File: config.mk
export PLATFORM = sky130hd
export DESIGN_NAME = fault_recovery_seq
export DESIGN_NICKNAME = d
export VERILOG_FILES = /design/src/rtl/fault_recovery_seq.sv
export SDC_FILE = /design/constraint.sdc
export NUM_CORES = 1
export LEC_CHECK = 0
export CORE_AREA = 2 2 120 122
export CTS_BUF_LIST = sky130_fd_sc_hd__clkbuf_8
export CTS_CLUSTER_DIAMETER = 100
export DETAILED_ROUTE_END_ITERATION = 7
export DIE_AREA = 0 0 122 124
export HOLD_SLACK_MARGIN = 0.15
export PLACE_DENSITY = 0.36
export SLEW_MARGIN = 20
export SYNTH_ARGS = -nofsm -noshare
export SYNTH_HDL_FRONTEND = slang
export SYNTH_SLANG_ARGS = --single-unit
export TNS_END_PERCENT = 30
File: constraint.sdc
create_clock -name clk -period 3 [get_ports clk]
set_clock_uncertainty 0.05 [all_clocks]
set_input_delay 0.6 -clock clk [delete_from_list [all_inputs] [get_ports clk]]
set_output_delay 0.6 -clock clk [all_outputs]
set_load 0.1 [all_outputs]
File: src/rtl/fault_recovery_seq.sv
// Supervisory recovery sequencer beside the fault detection FSM: sequences contactor close-up,
// trips on faults, cools down, requests clear, and latches a lockout when retries are exhausted.
module fault_recovery_seq #(
    parameter int P_START   = 4,
    parameter int P_COOL    = 8,
    parameter int P_ACK_TO  = 6,
    parameter int MAX_RETRY = 2,
    parameter int P_RUN_OK  = 50
) (
    input  logic       clk,
    input  logic       rst_n,
    input  logic [1:0] fsm_state,
    input  logic [2:0] active_fault_id,
    input  logic       clear_req,
    output logic       clear_warning,
    output logic       contactor_en,
    output logic       lockout,
    output logic [3:0] retry_cnt,
    output logic [2:0] last_fault_id,
    output logic [2:0] seq_state
);

    typedef enum logic [2:0] {
        S_STARTUP = 3'd0,
        S_RUN     = 3'd1,
        S_TRIP    = 3'd2,
        S_COOL    = 3'd3,
        S_CLEAR   = 3'd4,
        S_LOCKOUT = 3'd5
    } seq_t;

    localparam logic [1:0]  F_NORMAL = 2'd0;
    localparam logic [1:0]  F_WARN   = 2'd1;
    localparam logic [1:0]  F_FAULT  = 2'd2;
    localparam logic [1:0]  F_SHUT   = 2'd3;
    localparam logic [15:0] T_START  = 16'(P_START - 1);
    localparam logic [15:0] T_COOL   = 16'(P_COOL - 1);
    localparam logic [15:0] T_ACK    = 16'(P_ACK_TO - 1);
    localparam logic [15:0] T_RUN_OK = 16'(P_RUN_OK - 1);
    localparam logic [3:0]  R_MAX    = 4'(MAX_RETRY);

    seq_t        state, nxt;
    logic [15:0] timer, warn_cnt, warn_nxt, ok_cnt, ok_nxt;
    logic        counted, capture, warn_pulse, retry_clr;
    logic        shut, fault_on;

    assign shut      = (fsm_state == F_SHUT);
    assign fault_on  = (active_fault_id != 3'd0);
    assign seq_state = state;

    always_comb begin
        nxt        = state;
        counted    = 1'b0;
        capture    = 1'b0;
        warn_pulse = 1'b0;
        retry_clr  = 1'b0;
        warn_nxt   = 16'd0;
        ok_nxt     = 16'd0;
        case (state)
            S_STARTUP: begin
                if (shut)                         nxt = S_LOCKOUT;
                else if (fsm_state != F_NORMAL)   counted = 1'b1;
                else if (timer == T_START)        nxt = S_RUN;
            end
            S_RUN: begin
                if (shut)                         nxt = S_LOCKOUT;
                else if (fsm_state == F_FAULT)    counted = 1'b1;
                else begin
                    // clean-warning and healthy-run counters only advance on consecutive qualifying cycles
                    if (fsm_state == F_WARN && !fault_on) begin
                        if (warn_cnt == T_COOL) warn_pulse = 1'b1;
                        else                    warn_nxt   = warn_cnt + 16'd1;
                    end
                    if (fsm_state == F_NORMAL) begin
                        if (ok_cnt == T_RUN_OK) begin
                            retry_clr = 1'b1;
                            ok_nxt    = ok_cnt;
                        end else begin
                            ok_nxt    = ok_cnt + 16'd1;
                        end
                    end
                end
            end
            S_TRIP: begin
                if (shut)                         nxt = S_LOCKOUT;
                else if (!fault_on)               nxt = S_COOL;
            end
            S_COOL: begin
                if (shut)                         nxt = S_LOCKOUT;
                else if (fault_on) begin
                    nxt     = S_TRIP;
                    capture = 1'b1;
                end
                else if (timer == T_COOL)         nxt = S_CLEAR;
            end
            S_CLEAR: begin
                if (shut)                         nxt = S_LOCKOUT;
                else if (fault_on) begin
                    nxt     = S_TRIP;
                    capture = 1'b1;
                end
                else if (fsm_state == F_NORMAL)   nxt = S_STARTUP;
                else if (timer == T_ACK)          nxt = S_LOCKOUT;
            end
            S_LOCKOUT: begin
                if (clear_req && !shut) begin
                    nxt       = S_COOL;
                    retry_clr = 1'b1;
                end
            end
            default: nxt = S_STARTUP;
        endcase
        // an exhausted retry budget diverts a counted trip straight to lockout
        if (counted) begin
            capture = 1'b1;
            nxt     = (retry_cnt == R_MAX) ? S_LOCKOUT : S_TRIP;
        end
    end

    always_ff @(posedge clk or negedge rst_n) begin
        if (!rst_n) begin
            state         <= S_STARTUP;
            timer         <= 16'd0;
            warn_cnt      <= 16'd0;
            ok_cnt        <= 16'd0;
            retry_cnt     <= 4'd0;
            last_fault_id <= 3'd0;
            clear_warning <= 1'b0;
            contactor_en  <= 1'b0;
            lockout       <= 1'b0;
        end else begin
            state    <= nxt;
            warn_cnt <= warn_nxt;
            ok_cnt   <= ok_nxt;
            if (nxt != state)             timer <= 16'd0;
            else if (timer != 16'hffff)   timer <= timer + 16'd1;
            if (retry_clr)
                retry_cnt <= 4'd0;
            else if (counted && retry_cnt != R_MAX && retry_cnt != 4'hf)
                retry_cnt <= retry_cnt + 4'd1;
            if (capture) last_fault_id <= active_fault_id;
            // outputs decoded from the next state so they line up with the state register
            clear_warning <= (nxt == S_CLEAR) || warn_pulse;
            contactor_en  <= (nxt == S_RUN);
            lockout       <= (nxt == S_LOCKOUT);
        end
    end

endmodule

==> run summary <==
area share of the largest cell type after synthesis -> 45.3%
Synth Area in XOR/XNOR -> 10.4%
dominant cells by area after synthesis -> dfrtp_1, nor2_1, xor2_1
Levels on crit path -> 10
Worst-Skew Late Latency -> 0.36 ns
R2R Setup Slk -> 0.60 ns
initial DRC count -> 152
kind of critical path -> in2reg
YS warnings -> 0
Critical Path Start Type -> input pin
ANT cells -> 0
max-cap violation count -> 0
Critical Path RT -> 3.23 ns
Final ANT Viol Nets -> 0
Top delay family on crit path -> buffers and inverters
slowest cell on the critical path -> clkdlybuf4s50_1
largest area contributor in the synthesized netlist -> dfrtp_1
Max Clock Freq -> 0.376 GHz
relative slew slack -> 39.8%
final setup fails -> 0
Hold Path Class -> in2async
Total Wirelength -> 7960 um
Final Cycle Share -> 88.8%
Starting Density -> 24.6%
data arrival time of the worst path -> 2.89 ns
Total GRT Usage -> 12.0%
Async SR Flop Fraction -> 100%
Num CTS Buffers -> 9
Via Count -> 2,668
synth cell count leaders -> nor2_1, dfrtp_1, nand2_1
CTS Buffer Depth -> 2
CTS tree -> built
count leader, synth -> nor2_1
power consumption -> 0.00333 W
power per cell area -> 806 mW/mm^2
routed vias/inst -> 4.50
Seq cells post-synth -> 61
drt first pass iters -> 4
Syn Inst Count -> 363
final worst slack -> 0.337 ns
Area Overhead vs Synth -> 22.4%
die extent in x -> 122 um
postcts setup bufs -> 0
max incr delay on CP -> 0.51 ns
Synth Area in Compound Gates -> 8.12%
largest family of logic cells by synthesized area -> simple AND/OR/NAND/NOR gates
start of the worst register-to-register path -> ok_cnt[7]$_DFFE_PN0P_
post-synthesis mux area share -> 2.23%
sequential-to-total area share from yosys stat -> 45.3%
initial antenna violation count -> 0
core footprint -> 0.0137 sq mm
pin count of the biggest net entering global routing -> 36
prevailing post-synth register cell -> dfrtp_1
CTS H-tree depth -> 3
RSZ-0062 raised after global routing -> no
Mapped Avg Cell Area -> 9.29 sq um
Final HPWL DP -> 5800 um
worst-path fanout max -> 7
vias in the first global route -> 2,739
leak pwr -> 1.69 nW
Tmin final -> 2.66 ns
critical path buffer and inverter count -> 3
Synth Cell Area -> 0.00337 sq mm
number of synthesized flops with an enable pin -> 0
final slew viol count -> 0
clk slew on worst S/H paths -> 0.07 ns
Post-Synth Adder-Cell Area -> 4.45%
clock root buffer -> clkbuf_8
die area -> 0.0151 sq mm
drc violations -> 0
post-synth cell types -> 50
Net Count, Synth -> 383
Final Hold Fails -> 0
I/O pin cnt -> 21
CTS Hold Buffers Added -> 0
port bufs -> 20
critical path endpoint category -> flip-flop
Synth Area in Simple Gates -> 26.5%
Peak VDD IR -> 0.573 mV
Routed WL per cell -> 13.4 um
GRT Residual Overflow -> 0
RePlAce Congestion -> 0.752
Num Clock Sinks -> 61
status -> completed
first-pass GRT wire length -> 13,900 um
Tightest Pin Transition -> 0.880 ns
Chip Height -> 124 um
capture point of the worst reg-to-reg path -> retry_cnt[0]$_DFFE_PN0P_
share of layout cells above drive strength 1 -> 15.7%
dpl ws -> -0.0435 ns
nets -> 428
Gates resized, CTS repair -> 0
std cell rows -> 43
cells on worst reg2reg path -> 6
CP cell instances -> clkdlybuf4s50_1, inv_1, ha_1, mux2i_1, nor3_1, or3_1, o211ai_1, nand4_2, buf_4, nor2_1
-- area by class of cell --
class / count / area [sq um]
Clock buffer: 11 / 151
Clock inverter: 5 / 73.8
Fill cell: 1457 / 9590
Inverter: 16 / 60.1
Multi-Input combinational cell: 277 / 1740
Sequential cell: 61 / 1530
Tap cell: 180 / 225
Timing Repair Buffer: 43 / 348
-- worst max-delay path by stage --
stage                            end              startpoint
6_report        timer[7]$_DFFE_PN0P_            fsm_state[1]
4_1_cts         timer[7]$_DFFE_PN0P_            fsm_state[1]
5_1_grt         timer[5]$_DFFE_PN0P_            fsm_state[1]
2_1_floorplan  timer[11]$_DFFE_PN0P_  seq_state[0]$_DFF_PN0_
3_3_place_gp    timer[8]$_DFFE_PN0P_            fsm_state[0]
3_5_place_dp    timer[7]$_DFFE_PN0P_            fsm_state[1]
-- metrics by stage --
stage / cell area, sq um / utilization [%] / std cells / hold slack (ns) / TNS [ns]
5_1_grt: 4130 / 30.1 / 593 / 0.246 / 0
3_3_place_gp: 3900 / 28.5 / 577 / 0.388 / 0
6_report: 4130 / 30.1 / 593 / 0.208 / 0
3_5_place_dp: 3900 / 28.5 / 577 / 0.397 / -0.344
4_1_cts: 4130 / 30.1 / 593 / 0.221 / 0
2_1_floorplan: 3370 / - / 363 / 0.254 / 0
-- flip-flops by register name, indices dropped and copies added, names as in the netlist --
| register | count |
|---|---|
| seq_state | 3 |
| timer | 16 |
| last_fault_id | 3 |
| warn_cnt | 16 |
| clear_warning | 1 |
| ok_cnt | 16 |
| retry_cnt | 4 |
| contactor_en | 1 |
| lockout | 1 |
-- placed cells by master, fill, tap and decap left out, drive strengths merged, types with 2 or more instances in the layout --
cell           instances
a31oi                  2
a2111oi                3
ha                    12
xor2                  25
nand2b                 3
a21boi                 2
bufinv                 2
and3                   6
clkdlybuf4s50          6
xnor2                 15
or3                    4
nand2                 28
a21oi                  6
nor2                  73
dfrtp                 61
nand4                 14
nor2b                  2
nor3                  10
mux2i                  3
nand3                 21
inv                   17
mux2                   4
a211oi                 3
clkbuf                11
o21ai                 10
or4                    4
nor4                   9
buf                   37
o211ai                 2
or3b                   2
clkinv                 2
-- worst register-to-register path: stages, from the launching register on --
cell and delay (ns):
dfrtp_1 0.44, or4_1 0.55, or4_4 0.52, nor3_4 0.28, a31oi_2 0.08, nor3b_4 0.29
nor2_1 0.08
-- where the power goes --
part           leakage (nW)  total (W)  internal, W  switching (W)
logic                 0.732    0.00145     0.000437        0.00101
registers             0.833    0.00104     0.000911       0.000129
clock network         0.121   0.000840     0.000507       0.000333
-- layer usage --
metal	up-vias	track usage [%]	wire length [um]
li1	1350	-	-
met1	1270	15.7	3980
met2	41	18.4	3580
met3	7	4.30	279
met4	0	4.17	114
met5	-	0	0
-- logic make-up (layout without fill, tap and decap cells) --
logic type                 Yosys count  in the layout
and+or+nand+nor                    181            181
xor gates and xnor gates            40             40
buffers and inverters               25             75
muxes                                7              7
adders and majority gates           12             12
DFF                                 61             61
AOI/OAI and AO/OA                   37             37
No activity file was read; power rests on OpenSTA's default activity.
